===== config.mk =====
export PLATFORM = sky130hd
export DESIGN_NAME = sync_counter_monitor
export DESIGN_NICKNAME = d
export VERILOG_FILES = /design/src/rtl/sync_counter_monitor.sv
export SDC_FILE = /design/constraint.sdc
export NUM_CORES = 1
export LEC_CHECK = 0
export CAP_MARGIN = 20
export CORE_MARGIN = 3
export CORE_UTILIZATION = 35
export DETAILED_ROUTE_END_ITERATION = 10
export GPL_TIMING_DRIVEN = 1
export MAX_ROUTING_LAYER = met4
export PLACE_DENSITY_LB_ADDON = 0.05
export SKIP_LAST_GASP = 1
export SYNTH_ARGS = -nofsm -noshare
export SYNTH_HDL_FRONTEND = slang
export SYNTH_SLANG_ARGS = --single-unit

===== constraint.sdc =====
create_clock -name clk -period 2.65 [get_ports clk]
set_input_delay 0.265 -clock clk [delete_from_list [all_inputs] [get_ports clk]]
set_output_delay 0.265 -clock clk [all_outputs]
set_load 0.02 [all_outputs]

===== src/rtl/sync_counter_monitor.sv =====
// Passive checker for a synchronous enable counter: predicts each next count,
// flags deviations, resynchronises, and keeps saturating error/wrap tallies.
module sync_counter_monitor #(
    parameter int WIDTH = 4,
    parameter int CNT_W = 8
) (
    input  logic             clk,
    input  logic             reset,
    input  logic             en,
    input  logic [WIDTH-1:0] count,
    output logic             err,
    output logic             err_seen,
    output logic [CNT_W-1:0] err_count,
    output logic             wrap,
    output logic [CNT_W-1:0] wrap_count,
    output logic             locked,
    output logic [1:0]       state
);

    typedef enum logic [1:0] {
        IDLE   = 2'd0,
        CHECK  = 2'd1,
        RESYNC = 2'd2
    } state_t;

    localparam logic [CNT_W-1:0] TALLY_MAX = '1;
    localparam logic [WIDTH-1:0] CNT_MAX   = '1;

    state_t           st;
    logic [WIDTH-1:0] ref_cnt;
    logic             ref_en;
    logic [WIDTH-1:0] exp_cnt;

    assign exp_cnt = ref_en ? WIDTH'(ref_cnt + 1'b1) : ref_cnt;
    assign state   = st;

    always_ff @(posedge clk) begin
        if (reset) begin
            st         <= IDLE;
            ref_cnt    <= '0;
            ref_en     <= 1'b0;
            err        <= 1'b0;
            err_seen   <= 1'b0;
            err_count  <= '0;
            wrap       <= 1'b0;
            wrap_count <= '0;
            locked     <= 1'b0;
        end else begin
            err     <= 1'b0;
            wrap    <= 1'b0;
            ref_cnt <= count;
            ref_en  <= en;
            case (st)
                IDLE: begin
                    // the counter shares our reset, so it must start at zero
                    if (count != '0) begin
                        err      <= 1'b1;
                        err_seen <= 1'b1;
                        if (err_count != TALLY_MAX)
                            err_count <= err_count + 1'b1;
                    end
                    st     <= CHECK;
                    locked <= 1'b1;
                end
                CHECK: begin
                    if (count != exp_cnt) begin
                        err      <= 1'b1;
                        err_seen <= 1'b1;
                        if (err_count != TALLY_MAX)
                            err_count <= err_count + 1'b1;
                        st     <= RESYNC;
                        locked <= 1'b0;
                    end else begin
                        if (ref_en && ref_cnt == CNT_MAX) begin
                            wrap <= 1'b1;
                            if (wrap_count != TALLY_MAX)
                                wrap_count <= wrap_count + 1'b1;
                        end
                        locked <= 1'b1;
                    end
                end
                RESYNC: begin
                    // skip one compare so a single bad value costs one error
                    st     <= CHECK;
                    locked <= 1'b1;
                end
                default: begin
                    st     <= IDLE;
                    locked <= 1'b0;
                end
            endcase
        end
    end

endmodule


==> flow_metrics.tcl, run 1 <==
set metrics [dict create \
    cts_max_level 1 \
    cellLeakagePower_nw 0.604 \
    path_buf_inv 0 \
    min_to "err_seen$_SDFFE_PP0P_" \
    drv_slew 0 \
    postRouteAntennaNets 0 \
    seq_area_frac_synth 0.415 \
    p_int_uw 589 \
    final.period_utilization 0.890 \
    avgSynthCellArea_um2 8.92 \
    finish.net_count 189 \
    cp_cell_sequence "ha_1, and2_1, mux4_2, and4_4, nor4b_1, mux2_2" \
    grt-ovfl-total 0 \
    initial_core_util 0.376 \
    endpoint_kind "flip-flop" \
    rows 21 \
    antenna_found_initial 0 \
    timing.hold.ws_ps 449 \
    grt_pass1_vias 1059 \
    grt_max_degree 26 \
    clockRootBuffer "clkbuf_8" \
    io-pin-count 29 \
    worst_pin_slew_ps 809 \
    fmax_mhz 424 \
    crit_type "reg2reg" \
    max_stage_delay_ps 510 \
    cts.repair.resized 0 \
    cts_hold_buf 0 \
    path_clk_slew_ps 90 \
    die_area_um2 4490 \
    ys_seq_elements 27 \
    hold_class "reg2reg" \
    synthDistinctLibCells 34 \
    required_ps 2820 \
    setup_viol 0 \
    setup_slack_ps 291 \
    final_cell_mix "clkdlybuf4s50_1 (28), dfxtp_1 (27), nor2b_1 (14)" \
    rsz0062_at_grt "no" \
    finClkSkew_ps 2.41 \
    final_common_cell "clkdlybuf4s50_1" \
    maxCapViolCount 0 \
    syn-cell-area_um2 1300 \
    die_x_um 67.0 \
    whs_path_depth 2 \
    ctsLongestPathBuffers 2 \
    switchingPower_uw 198 \
    critPathArrivalTime_ps 2520 \
    slowest_stage "mux4_2" \
    rrSetupSlack_ps 290 \
    clock_latency_ps 270 \
    via_per_inst 5.07 \
    ff2ff_path_depth 6 \
    drt-initial-drc-count 33 \
    wirelength_um 2670 \
    portBuffers 28 \
    die_y_um 67.0 \
    dpl.hpwl_um 2060 \
    tns_ps 0 \
    status "completed" \
    worstReg2RegStart "ref_cnt[0]$_SDFF_PP0_" \
    coreArea_um2 3470 \
    worstHoldStart "err_seen$_SDFFE_PP0P_" \
    fillers 368 \
    wl_per_cell_um 11.9 \
    syn-num-nets 156 \
    place_congestion 0.755 \
    ir_worst_vdd_uv 181 \
    pre_cts_ws_ps 41.0 \
    yosysWarnings 0 \
    relSlewSlack 0.459 \
    final_hold_viol_count 0 \
    numCtsBuffers 3 \
    powerDensity_nw_per_um2 464 \
    synthCells 146 \
    n_antenna_cell 0 \
    layout_min_cycle_time_ps 2360 \
    num_vias 1135 \
    grt_pass1_wl_um 4410 \
    clkSinkCount 27 \
    pwr-share-comb 0.151 \
    cts_setup_buffers 0 \
    grt_usage 0.129 \
    switching_share 0.252 \
    startpoint_type "flip-flop" \
    firstDrtPassIters 4 \
    drc 0 \
    cp_top_family "multiplexers" \
    pwr-share-clk 0.295 \
    sequentialPowerShare 0.553 \
    path_max_fanout 12 \
    r2r-end "err_count[3]$_SDFFE_PP0P_" \
    drive_gt1_frac 0.0955 \
    flow.area_growth_from_synthesis_pct 30.5 \
    cts_tree "built" \
]
==> worst min-delay path: cells and delay by family, from the launching register on <==
| family | cells | cell delay (ps) |
|---|---|---|
| buffers and inverters | 1 | 50 |
| flip-flops | 1 | 320 |
| AO/OA/AOI/OAI | 1 | 50 |
==> area by class of cell <==
cell class / instances / area, um^2 / area share
multi-input cells: 110 / 723 / 0.426
well taps: 46 / 57.6 / 0.0339
clock buffers: 4 / 45.0 / 0.0265
repair buffers: 33 / 318 / 0.187
inverters: 4 / 15.0 / 0.00884
flip-flops and latches: 27 / 541 / 0.318
==> cell families (layout without fill, tap and decap cells) <==
group,Yosys count,count (layout),share of synthesized area
AO/OA/AOI/OAI,21,21,0.0932
AND/OR/NAND/NOR,73,73,0.322
flip-flops,27,27,0.415
XOR/XNOR,5,5,0.0336
multiplexers,8,8,0.0778
buffers and inverters,9,41,0.0298
adder cells (fa/ha/maj),3,3,0.0288
==> how the worst max path moves through the flow <==
stage	from	to	slack (ps)	cells after the start
6_report	ref_cnt[0]$_SDFF_PP0_	err_count[3]$_SDFFE_PP0P_	290	6
3_3_place_gp	count[0]	err_count[3]$_SDFFE_PP0P_	90	6
5_1_grt	ref_cnt[0]$_SDFF_PP0_	err_count[3]$_SDFFE_PP0P_	210	6
4_1_cts	ref_cnt[0]$_SDFF_PP0_	err_count[3]$_SDFFE_PP0P_	280	6
2_1_floorplan	ref_cnt[0]$_SDFF_PP0_	err_count[7]$_SDFFE_PP0P_	400	7
3_5_place_dp	count[0]	err_count[3]$_SDFFE_PP0P_	40	6
==> flip-flops by register name, indices dropped and copies added (netlist names) <==
| register | count |
|---|---|
| err_seen | 1 |
| wrap_count | 8 |
| ref_cnt | 4 |
| ref_en | 1 |
| locked | 1 |
| err_count | 8 |
| wrap | 1 |
| state | 2 |
| err | 1 |
==> per-stage QoR <==
step | utilization | instance area [um^2] | power (mW) | instances
after CTS | 0.490 | 1700 | 0.797 | 224
after global placement | 0.477 | 1650 | 0.562 | 220
after floorplan | - | 1300 | 0.510 | 146
after global routing | 0.490 | 1700 | 0.825 | 224
final | 0.490 | 1700 | 0.788 | 224
after detailed placement | 0.477 | 1650 | 0.566 | 220
==> layer usage <==
layer / vias to the layer above / share of wire / track usage
li1: 594 / - / -
met1: 520 / 0.49 / 0.148
met2: 19 / 0.48 / 0.221
met3: 2 / 0.027 / 0.0202
met4: 0 / 0.0086 / 0.0582
met5: - / 0 / -
==> cell usage after synthesis <==
cell | count | area (um^2)
dfxtp_1 | 27 | 541
nor2b_1 | 14 | 87.6
nor2_1 | 13 | 48.8
a21oi_1 | 10 | 50.1
nand2_1 | 9 | 33.8
mux2_2 | 7 | 78.8
nand4_1 | 6 | 37.5
o21ai_0 | 6 | 30.0
nand3_1 | 5 | 25.0
nor3_1 | 5 | 25.0
xnor2_1 | 5 | 43.8
inv_1 | 4 | 15.0
or3_1 | 4 | 25.0
and4_1 | 3 | 26.3
clkbuf_1 | 3 | 11.3
ha_1 | 3 | 37.5
nand2b_1 | 2 | 12.5
nor4_1 | 2 | 12.5
nor4b_1 | 2 | 17.5
o41ai_1 | 2 | 17.5
a211oi_1 | 1 | 7.51
a311oi_1 | 1 | 8.76
and2_1 | 1 | 6.26
and3_1 | 1 | 6.26
and3b_1 | 1 | 8.76
and4_4 | 1 | 11.3
buf_2 | 1 | 5.00
buf_4 | 1 | 7.51
mux4_2 | 1 | 22.5
nand4b_1 | 1 | 8.76
o21bai_1 | 1 | 7.51
or3b_1 | 1 | 8.76
or4_1 | 1 | 7.51
or4b_1 | 1 | 10.0
==> power by group through the flow <==
stage / clock network [mW] / logic, mW / registers (mW)
6_report: 0.233 / 0.119 / 0.436
5_1_grt: 0.257 / 0.129 / 0.439
4_1_cts: 0.240 / 0.121 / 0.436
3_5_place_dp: 0 / 0.121 / 0.445
3_3_place_gp: 0 / 0.117 / 0.445
2_1_floorplan: 0 / 0.0527 / 0.457
(Power assumes the default switching activity.)
==> run 2: changes to the inputs <==
--- a/config.mk
+++ b/config.mk
@@ -7,7 +7,7 @@
 export LEC_CHECK = 0
 export CAP_MARGIN = 20
 export CORE_MARGIN = 3
-export CORE_UTILIZATION = 35
+export CORE_UTILIZATION = 45
 export DETAILED_ROUTE_END_ITERATION = 10
 export GPL_TIMING_DRIVEN = 1
 export MAX_ROUTING_LAYER = met4
==> flow_metrics.tcl, run 2 (synthesis gave the netlist of run 1 again) <==
set metrics [dict create \
    status "completed" \
    critical_path_cell_count 6 \
    ctsLongestPathBuffers 2 \
    cp_cell_sequence "ha_1, and2_1, mux4_2, and4_4, nor4b_1, mux2_2" \
    cellLeakagePower_nw 0.582 \
    finish.net_count 186 \
    cts_tree "built" \
    cp-endpoint "err_count[3]$_SDFFE_PP0P_" \
    grt_pass1_wl_um 4630 \
    total_power_uw 722 \
    drv_slew 0 \
    ff2ff_path_depth 6 \
    powerDensity_nw_per_um2 441 \
    die_x_um 59.8 \
    path_max_fanout 12 \
    final_hold_viol_count 0 \
    worst_pin_slew_ps 960 \
    clock_latency_ps 310 \
    grt_pass1_vias 1053 \
    crit_type "reg2reg" \
    hold_class "reg2reg" \
    fmax_mhz 422 \
    layout_min_cycle_time_ps 2370 \
    final_common_cell "clkdlybuf4s50_1" \
    numCtsBuffers 3 \
    required_ps 2880 \
    slowest_stage "mux4_2" \
    clkSinkCount 27 \
    io-pin-count 29 \
    clockRootBuffer "clkbuf_4" \
    path_clk_slew_ps 140 \
    critPathLaunch "ref_cnt[0]$_SDFF_PP0_" \
    cp_top_family "multiplexers" \
    grt_usage 0.170 \
    final_core_util 0.627 \
    largestRegisters "err_count: 8 flops, wrap_count: 8 flops, ref_cnt: 4 flops" \
    wl_per_cell_um 12.8 \
    tns_ps 0 \
    cts_max_level 1 \
    path_buf_inv 0 \
    ir_worst_vdd_uv 323 \
    drt-initial-drc-count 52 \
    setup_viol 0 \
    critPathArrivalTime_ps 2600 \
    rrSetupSlack_ps 280 \
    max_stage_delay_ps 520 \
    firstDrtPassIters 4 \
    rsz0062_at_grt "no" \
    dpl.hpwl_um 1960 \
    final.period_utilization 0.895 \
    drive_gt1_frac 0.0800 \
    n_antenna_cell 0 \
    drc 0 \
    fin_cells 205 \
    coreArea_um2 2610 \
    relSlewSlack 0.358 \
    via_per_inst 5.47 \
    cts.repair.resized 0 \
    endpoint_kind "flip-flop" \
    postRouteAntennaNets 0 \
    final_cell_mix "clkdlybuf4s50_1 (28), dfxtp_1 (27), nor2b_1 (14)" \
    startpoint_type "flip-flop" \
    flow.area_growth_from_synthesis_pct 25.7 \
    antenna_found_initial 0 \
    num_vias 1122 \
    r2r-end "err_count[3]$_SDFFE_PP0P_" \
    rows 18 \
    initial_core_util 0.499 \
    worstReg2RegStart "ref_cnt[0]$_SDFF_PP0_" \
    place_inst 201 \
    die_y_um 59.8 \
    maxCapViolCount 0 \
    grt-ovfl-total 0 \
    grt_max_degree 29 \
    portBuffers 28 \
    wirelength_um 2620 \
    cts_setup_buffers 0 \
    place_congestion 0.778 \
    fillers 232 \
    cts_hold_buf 0 \
    finClkSkew_ps 10.3 \
    die_area_um2 3580 \
]
==> run 2: cell type report <==
type / instances / area, um^2 / area share
clock buffers: 4 / 26.3 / 0.0160
inverters: 4 / 15.0 / 0.00917
multi-input cells: 110 / 723 / 0.442
flip-flops and latches: 27 / 541 / 0.330
well taps: 30 / 37.5 / 0.0229
repair buffers: 30 / 295 / 0.180
==> run 2: how the worst min path moves through the flow <==
stage	from	endpoint	slack (ps)	depth (start not counted)
global route	err_seen$_SDFFE_PP0P_	err_seen$_SDFFE_PP0P_	490	2
global placement	err_seen$_SDFFE_PP0P_	err_seen$_SDFFE_PP0P_	430	2
finish	err_seen$_SDFFE_PP0P_	err_seen$_SDFFE_PP0P_	460	2
detailed placement	err_seen$_SDFFE_PP0P_	err_seen$_SDFFE_PP0P_	450	2
floorplan	count[0]	ref_cnt[0]$_SDFF_PP0_	390	1
CTS	err_seen$_SDFFE_PP0P_	err_seen$_SDFFE_PP0P_	460	2
==> run 2: metrics by stage <==
step	setup WS, ps	hold slack [ps]	cell area (um^2)
finish	278	458	1640
global route	189	491	1640
CTS	255	464	1640
detailed placement	19.2	445	1610
global placement	98.1	433	1610
floorplan	400	393	1300
==> run 2: worst register-to-register path: cells and delay by family, from the launching register on <==
kind,cells,cell delay [ps]
muxes,2,890
and+or+nand+nor,3,750
DFF,1,360
adders and majority gates,1,300
==> run 2: routing by layer <==
metal / wire, um / global-route usage / share of wire
met1: 1240 / 0.222 / 0.47
met5: 0 / - / 0
met3: 79 / 0.0259 / 0.030
met2: 1280 / 0.273 / 0.49
met4: 19 / 0.0475 / 0.0073
==> run 2: power by group <==
part | leakage (nW) | internal (mW) | total (mW) | switching, mW
clock | 0.0150 | 0.0587 | 0.172 | 0.114
combinational | 0.346 | 0.0551 | 0.113 | 0.0578
sequential | 0.221 | 0.422 | 0.436 | 0.0141
total | 0.582 | 0.536 | 0.722 | 0.186
